File: src/rtl/mem_arbiter_if.sv
// Native memory bus: request (valid/instr/addr/wdata/wstrb) and single-cycle completion (ready/rdata).
// The master modport issues requests; the slave modport answers them.
interface mem_arbiter_if;
    logic        valid;
    logic        instr;
    logic [31:0] addr;
    logic [31:0] wdata;
    logic [3:0]  wstrb;
    logic        ready;
    logic [31:0] rdata;

    modport master (output valid, instr, addr, wdata, wstrb, input ready, rdata);
    modport slave  (input valid, instr, addr, wdata, wstrb, output ready, rdata);
endinterface

File: src/rtl/mem_arbiter.sv
// Round-robin two-master memory arbiter: one transfer outstanding, grant 1 cycle after request, zero-latency response path.
// Losers hold their request; a per-grant timeout completes hung transfers with ERR_RDATA and a sticky error.
module mem_arbiter #(
    parameter int unsigned TIMEOUT_CYCLES = 255,
    parameter logic [31:0] ERR_RDATA      = 32'hDEAD_BEEF
) (
    input  logic                 clk,
    input  logic                 resetn,
    mem_arbiter_if.slave         m0,
    mem_arbiter_if.slave         m1,
    mem_arbiter_if.master        s,
    output logic [1:0]           grant,
    output logic                 timeout_err,
    output logic [31:0]          err_addr
);

    typedef enum logic [1:0] {
        IDLE   = 2'b00,
        GRANT0 = 2'b01,
        GRANT1 = 2'b10
    } state_t;

    localparam logic [15:0] TO_LIMIT = 16'(TIMEOUT_CYCLES);

    state_t      state;
    state_t      state_nxt;
    logic        last_grant;   // 1: m1 owned the most recent grant
    logic [15:0] cnt;
    logic        timeout_fire;
    logic        rsp;
    logic [31:0] rsp_rdata;

    logic        sel_valid;
    logic        sel_instr;
    logic [31:0] sel_addr;
    logic [31:0] sel_wdata;
    logic [3:0]  sel_wstrb;

    always_comb begin
        sel_valid = 1'b0;
        sel_instr = 1'b0;
        sel_addr  = '0;
        sel_wdata = '0;
        sel_wstrb = '0;
        case (state)
            GRANT0: begin
                sel_valid = m0.valid;
                sel_instr = m0.instr;
                sel_addr  = m0.addr;
                sel_wdata = m0.wdata;
                sel_wstrb = m0.wstrb;
            end
            GRANT1: begin
                sel_valid = m1.valid;
                sel_instr = m1.instr;
                sel_addr  = m1.addr;
                sel_wdata = m1.wdata;
                sel_wstrb = m1.wstrb;
            end
            default: ;
        endcase
    end

    assign timeout_fire = (TO_LIMIT != 16'd0) && (state != IDLE) &&
                          (cnt == TO_LIMIT) && !s.ready;

    // State register
    always_ff @(posedge clk or negedge resetn) begin
        if (!resetn) state <= IDLE;
        else         state <= state_nxt;
    end

    // Next-state logic
    always_comb begin
        state_nxt = state;
        case (state)
            IDLE: begin
                if (m0.valid && (!m1.valid || last_grant)) state_nxt = GRANT0;
                else if (m1.valid)                         state_nxt = GRANT1;
            end
            GRANT0, GRANT1: begin
                if (s.ready || timeout_fire || !sel_valid) state_nxt = IDLE;
            end
            default: state_nxt = IDLE;
        endcase
    end

    // Output logic
    always_comb begin
        grant     = state;
        s.valid   = 1'b0;
        s.instr   = 1'b0;
        s.addr    = '0;
        s.wdata   = '0;
        s.wstrb   = '0;
        m0.ready  = 1'b0;
        m0.rdata  = '0;
        m1.ready  = 1'b0;
        m1.rdata  = '0;
        rsp       = s.ready | timeout_fire;
        // A real slave response always beats the timeout in the same cycle
        rsp_rdata = s.ready ? s.rdata : ERR_RDATA;
        if (state != IDLE) begin
            s.valid = sel_valid & ~timeout_fire;
            s.instr = sel_instr;
            s.addr  = sel_addr;
            s.wdata = sel_wdata;
            s.wstrb = sel_wstrb;
        end
        if (state == GRANT0) begin
            m0.ready = rsp;
            m0.rdata = rsp ? rsp_rdata : '0;
        end
        if (state == GRANT1) begin
            m1.ready = rsp;
            m1.rdata = rsp ? rsp_rdata : '0;
        end
    end

    always_ff @(posedge clk or negedge resetn) begin
        if (!resetn) begin
            last_grant <= 1'b1;
        end else if (state == IDLE) begin
            if (state_nxt == GRANT0)      last_grant <= 1'b0;
            else if (state_nxt == GRANT1) last_grant <= 1'b1;
        end
    end

    // Every grant is entered from IDLE, so holding cnt at zero there clears it per grant.
    always_ff @(posedge clk or negedge resetn) begin
        if (!resetn) begin
            cnt <= '0;
        end else if (state == IDLE) begin
            cnt <= '0;
        end else if (!s.ready && (cnt != 16'hFFFF)) begin
            cnt <= cnt + 16'd1;
        end
    end

    always_ff @(posedge clk or negedge resetn) begin
        if (!resetn) begin
            timeout_err <= 1'b0;
            err_addr    <= '0;
        end else if (timeout_fire) begin
            timeout_err <= 1'b1;
            err_addr    <= sel_addr;
        end
    end

endmodule
File: src/flat_wrapper.sv
// flat-port wrapper written by rule: the top's interface ports become plain ports
module mem_arbiter_flat 
#(
    parameter int unsigned TIMEOUT_CYCLES = 255,
    parameter logic [31:0] ERR_RDATA      = 32'hDEAD_BEEF
)
  (clk, resetn, grant, timeout_err, err_addr, m0_valid, m0_instr, m0_addr, m0_wdata, m0_wstrb, m0_ready, m0_rdata, m1_valid, m1_instr, m1_addr, m1_wdata, m1_wstrb, m1_ready, m1_rdata, s_valid, s_instr, s_addr, s_wdata, s_wstrb, s_ready, s_rdata);
  mem_arbiter_if m0_i ();
  mem_arbiter_if m1_i ();
  mem_arbiter_if s_i ();
  input  logic clk;
  input  logic resetn;
  output logic [1:0] grant;
  output logic timeout_err;
  output logic [31:0] err_addr;
  input wire logic [$bits(m0_i.valid)-1:0] m0_valid;
  input wire logic [$bits(m0_i.instr)-1:0] m0_instr;
  input wire logic [$bits(m0_i.addr)-1:0] m0_addr;
  input wire logic [$bits(m0_i.wdata)-1:0] m0_wdata;
  input wire logic [$bits(m0_i.wstrb)-1:0] m0_wstrb;
  output wire logic [$bits(m0_i.ready)-1:0] m0_ready;
  output wire logic [$bits(m0_i.rdata)-1:0] m0_rdata;
  input wire logic [$bits(m1_i.valid)-1:0] m1_valid;
  input wire logic [$bits(m1_i.instr)-1:0] m1_instr;
  input wire logic [$bits(m1_i.addr)-1:0] m1_addr;
  input wire logic [$bits(m1_i.wdata)-1:0] m1_wdata;
  input wire logic [$bits(m1_i.wstrb)-1:0] m1_wstrb;
  output wire logic [$bits(m1_i.ready)-1:0] m1_ready;
  output wire logic [$bits(m1_i.rdata)-1:0] m1_rdata;
  output wire logic [$bits(s_i.valid)-1:0] s_valid;
  output wire logic [$bits(s_i.instr)-1:0] s_instr;
  output wire logic [$bits(s_i.addr)-1:0] s_addr;
  output wire logic [$bits(s_i.wdata)-1:0] s_wdata;
  output wire logic [$bits(s_i.wstrb)-1:0] s_wstrb;
  input wire logic [$bits(s_i.ready)-1:0] s_ready;
  input wire logic [$bits(s_i.rdata)-1:0] s_rdata;
  assign m0_i.valid = m0_valid;
  assign m0_i.instr = m0_instr;
  assign m0_i.addr = m0_addr;
  assign m0_i.wdata = m0_wdata;
  assign m0_i.wstrb = m0_wstrb;
  assign m0_ready = m0_i.ready;
  assign m0_rdata = m0_i.rdata;
  assign m1_i.valid = m1_valid;
  assign m1_i.instr = m1_instr;
  assign m1_i.addr = m1_addr;
  assign m1_i.wdata = m1_wdata;
  assign m1_i.wstrb = m1_wstrb;
  assign m1_ready = m1_i.ready;
  assign m1_rdata = m1_i.rdata;
  assign s_valid = s_i.valid;
  assign s_instr = s_i.instr;
  assign s_addr = s_i.addr;
  assign s_wdata = s_i.wdata;
  assign s_wstrb = s_i.wstrb;
  assign s_i.ready = s_ready;
  assign s_i.rdata = s_rdata;
  mem_arbiter #(.TIMEOUT_CYCLES(TIMEOUT_CYCLES), .ERR_RDATA(ERR_RDATA)) u_core (.clk(clk), .resetn(resetn), .m0(m0_i), .m1(m1_i), .s(s_i), .grant(grant), .timeout_err(timeout_err), .err_addr(err_addr));
endmodule
File: config.mk
export PLATFORM = sky130hd
export DESIGN_NAME = mem_arbiter_flat
export DESIGN_NICKNAME = d
export VERILOG_FILES = /design/src/rtl/mem_arbiter_if.sv /design/src/rtl/mem_arbiter.sv /design/src/flat_wrapper.sv
export SDC_FILE = /design/constraint.sdc
export NUM_CORES = 1
export LEC_CHECK = 0
export BUFFER_PORTS_ARGS = -buffer_cell sky130_fd_sc_hd__buf_2
export CORE_AREA = 5 5 130 132
export DETAILED_ROUTE_END_ITERATION = 8
export DIE_AREA = 0 0 135 137
export HOLD_SLACK_MARGIN = 0.15
export MAX_ROUTING_LAYER = met4
export SETUP_SLACK_MARGIN = 0.3
export SLEW_MARGIN = 30
export SYNTH_ARGS = -nofsm -noshare
export SYNTH_HDL_FRONTEND = slang
export SYNTH_SLANG_ARGS = --single-unit
File: constraint.sdc
create_clock -name clk -period 3.4 [get_ports clk]
set_input_delay 0.51 -clock clk [delete_from_list [all_inputs] [get_ports clk]]
set_output_delay 0.51 -clock clk [all_outputs]
set_load 0.03 [all_outputs]
==> reports/qor.csv <==
stage,metric,value,unit
run_status,status,finished clean,
logic_synthesis,fraction of registers with async set/reset,100,%
logic_synthesis,Mapped Cells,553,
power,pwr dens,586,mW/mm2
timing,clk_skew,0.00638,ns
global_routing,first-pass GRT wire length,26.7,mm
final_layout,# fillers,1620,
logic_synthesis,number of distinct library cells after synthesis,43,
timing,setup TNS,0,ns
power,Leakage,3.53,nW
clock_network,CTS sink cnt,52,
clock_network,clk_lat worst skew,0.29,ns
die,die area,0.0185,mm2
global_routing,largest net degree at the start of global routing,67,
logic_synthesis,dominant synthesized flop cell,dfrtp_1,
final_layout,post-route core utilization,41.5,%
final_layout,Nets,1049,
clock_network,Num CTS Buffers,5,
min_path,Hold Path Class,input pin to async pin,
critical_path,CP Capture Type,output port,
timing,Tmin final,2.98,ns
detailed_routing,DRT antenna net count,0,
global_routing,GRT Total Usage,18.5,%
timing,Rel. slew slack,55.6,%
logic_synthesis,Seq cells post-synth,52,
final_layout,footprint of the multi-input gates,0.00283,mm2
detailed_routing,DRC,0,
final_layout,Register Area,0.00130,mm2
detailed_routing,WL/cell,16.7,um
die,starting density of the core,27.6,%
clock_network,Post-CTS Hold Fix Bufs,0,
global_routing,initial antenna violation count,1,
critical_path,Critical Path Start Type,register,
clock_network,CTS tree,done,
logic_synthesis,sequential fraction of the synthesis area,30.2,%
timing,Final Hold Vio Count,0,
placed_design,placed cell area,0.00627,mm2
detailed_routing,DR iter-0 viols,254,
placed_design,final RePlAce weighted congestion,0.840,
final_layout,layout overhead on the synthesized area,50.2,%
global_routing,GRT overflow,0,
power,Pwr Total,3.80,mW
detailed_routing,vias after detailed routing,5222,
die,core footprint,0.0156,mm2
logic_synthesis,Synth Cell Area,0.00431,mm2
timing,RSZ-0062 raised after global routing,true,
global_routing,met1 Use GR,23.8,%
placed_design,PortBufs,345,
detailed_routing,drt total wl,18.1,mm
global_routing,vias in the first global route,5119,
timing,count of pins over their slew limit,0,
timing,Worst-Margin Slew,0.666,ns
clock_network,Max clock buf depth,2,
final_layout,Final Cell Area,0.00647,mm2
detailed_routing,drt via density,4.81,
clock_network,H-Tree Depth,2,
die,site row count,46,
clock_network,root buffer selected by CTS,clkbuf_16,
timing,Final setup viols,0,
logic_synthesis,"EDFF count, synth",0,
detailed_routing,DR pass1 iterations,5,
die,I/O Pins,346,
timing,final worst path period share,87.7,%
global_routing,grt met2 use,31.1,%
critical_path,WS Path Type,register to output port,
logic_synthesis,YS warnings,0,
critical_path,critical path peak fanout,52,
placed_design,detailed placement HPWL,14.1,mm
logic_synthesis,Syn Nets,734,
die,die width,135,um
global_routing,gr busiest metal,met2,
final_layout,share of layout cells above drive strength 1,48.4,%
critical_path,WP data required,2.89,ns
clock_network,"CTS clk-pin slew, worst paths",0.07,ns
logic_synthesis,Mean Syn Cell Area,7.80,um2
power,peak supply drop,0.282,mV
critical_path,worst path arrival time,2.47,ns
global_routing,GR met3 Demand/Resource,3.09,%
flow_run,max cap viols,0,
die,Die Y,137,um
timing,Max Fclk,335,MHz
==> per-layer routing <==
layer / vias to the layer above / wire length (um)
met5: - / 0
met4: 0 / 187
met3: 16 / 1310
met2: 260 / 8940
met1: 2394 / 7680
li1: 2552 / -
==> Yosys cell counts, drive strengths merged, types with 3 or more instances <==
master	n	area share [%]
mux2	36	12
or3	3	0.44
dfrtp	51	30
nand4	5	0.73
a22oi	71	12
buf	10	1.5
o31ai	4	0.70
nor4	6	1.2
nand2	59	5.3
nor3	3	0.35
nand2b	27	3.9
inv	5	0.44
o41ai	3	0.61
nor2	126	11
nor2b	39	5.7
or4	6	1.1
and3	18	2.6
clkbuf	42	3.7
o21ai	5	0.58
nand3	5	0.58
a21oi	8	0.93
ha	6	1.7
==> flip-flops by register name, summed over array words and instances, names as in the netlist <==
name and cells:
u_core.cnt 16, u_core.err_addr 32, u_core.grant 2, u_core.last_grant 1
u_core.timeout_err 1
==> where the power goes <==
| group | internal [mW] | leakage (nW) | switching (mW) |
|---|---|---|---|
| registers | 0.651 | 0.719 | 0.0270 |
| clock network | 0.275 | 0.0702 | 0.234 |
| logic | 0.856 | 2.74 | 1.76 |
==> critical path, stage by stage, from the launching register on <==
cell and delay [ns]:
dfrtp_2 0.42, inv_1 0.11, ha_1 0.22, or4_4 0.54
nor4_4 0.23, a21oi_4 0.10, buf_12 0.19, nor2_1 0.13
buf_2 0.21
==> metrics by stage <==
stage	worst slack [ns]	instances	hold slack, ns
floorplan	0.236	553	0.214
global placement	0.498	1075	0.445
detailed placement	0.459	1075	0.462
CTS	0.313	1085	0.362
global route	0.290	1086	0.398
finish	0.419	1086	0.326
==> cell families (layout without fill, tap and decap cells) <==
family,after synthesis,after routing,share of synthesized area [%]
AOI/OAI and AO/OA,98,98,16.5
DFF,52,52,30.2
and+or+nand+nor,303,303,34.1
muxes,37,37,11.8
other,0,1,0
buffers and inverters,57,373,5.60
adders and majority gates,6,6,1.74
==> repair_timing <==
action,in CTS,in global routing
setup buffers,2,0
setup endpoints to repair,50,51
resized for setup,3,21
pin swaps,1,1
==> layout by cell type (no fill, tap or decap), types with 3 or more instances in the layout <==
cell type / netlist / routed
nand2b_1: 27 / 27
o41ai_1: 3 / 3
ha_1: 6 / 4
o21ai_0: 5 / 5
buf_12: 0 / 3
a22oi_1: 71 / 71
a21oi_1: 8 / 7
o31ai_1: 4 / 4
nand4_1: 5 / 5
nand3_1: 5 / 5
mux2_4: 25 / 25
nor2_2: 0 / 8
nor4_1: 5 / 5
mux2_2: 8 / 8
or4_1: 5 / 5
nand2_1: 58 / 57
buf_2: 1 / 333
mux2_1: 3 / 3
dfrtp_1: 51 / 50
clkbuf_16: 0 / 5
and3_1: 18 / 18
nor2b_1: 39 / 39
or3_1: 3 / 3
nor3_1: 3 / 3
inv_1: 5 / 5
nor2_1: 126 / 118
buf_4: 1 / 20
clkbuf_4: 0 / 4
==> final timing paths <==
| check | cells after the start | to | start | slack, ns |
|---|---|---|---|---|
| min reg2reg | 1 | u_core.timeout_err$_DFFE_PN0P_ | u_core.timeout_err$_DFFE_PN0P_ | 0.48 |
| max | 8 | m1_rdata[25] | u_core.grant[0]$_DFF_PN0_ | 0.42 |
| max reg2reg | 10 | u_core.last_grant$_DFFE_PN1P_ | u_core.grant[0]$_DFF_PN0_ | 0.81 |
| min in group clk | 1 | u_core.timeout_err$_DFFE_PN0P_ | u_core.timeout_err$_DFFE_PN0P_ | 0.48 |
| min | 2 | u_core.err_addr[19]$_DFFE_PN0P_ | resetn | 0.33 |
| max in group asynchronous | 2 | u_core.grant[0]$_DFF_PN0_ | resetn | 2.59 |
==> cell type report <==
class | count | share of cell area, %
multi-input cells | 444 | 43.7
repair buffers | 360 | 29.4
flip-flops and latches | 52 | 20.1
well taps | 216 | 4.17
clock buffers | 5 | 1.93
clock inverters | 3 | 0.329
inverters | 5 | 0.290
diodes | 1 | 0.0386
No activity file was read; power rests on OpenSTA's default activity.
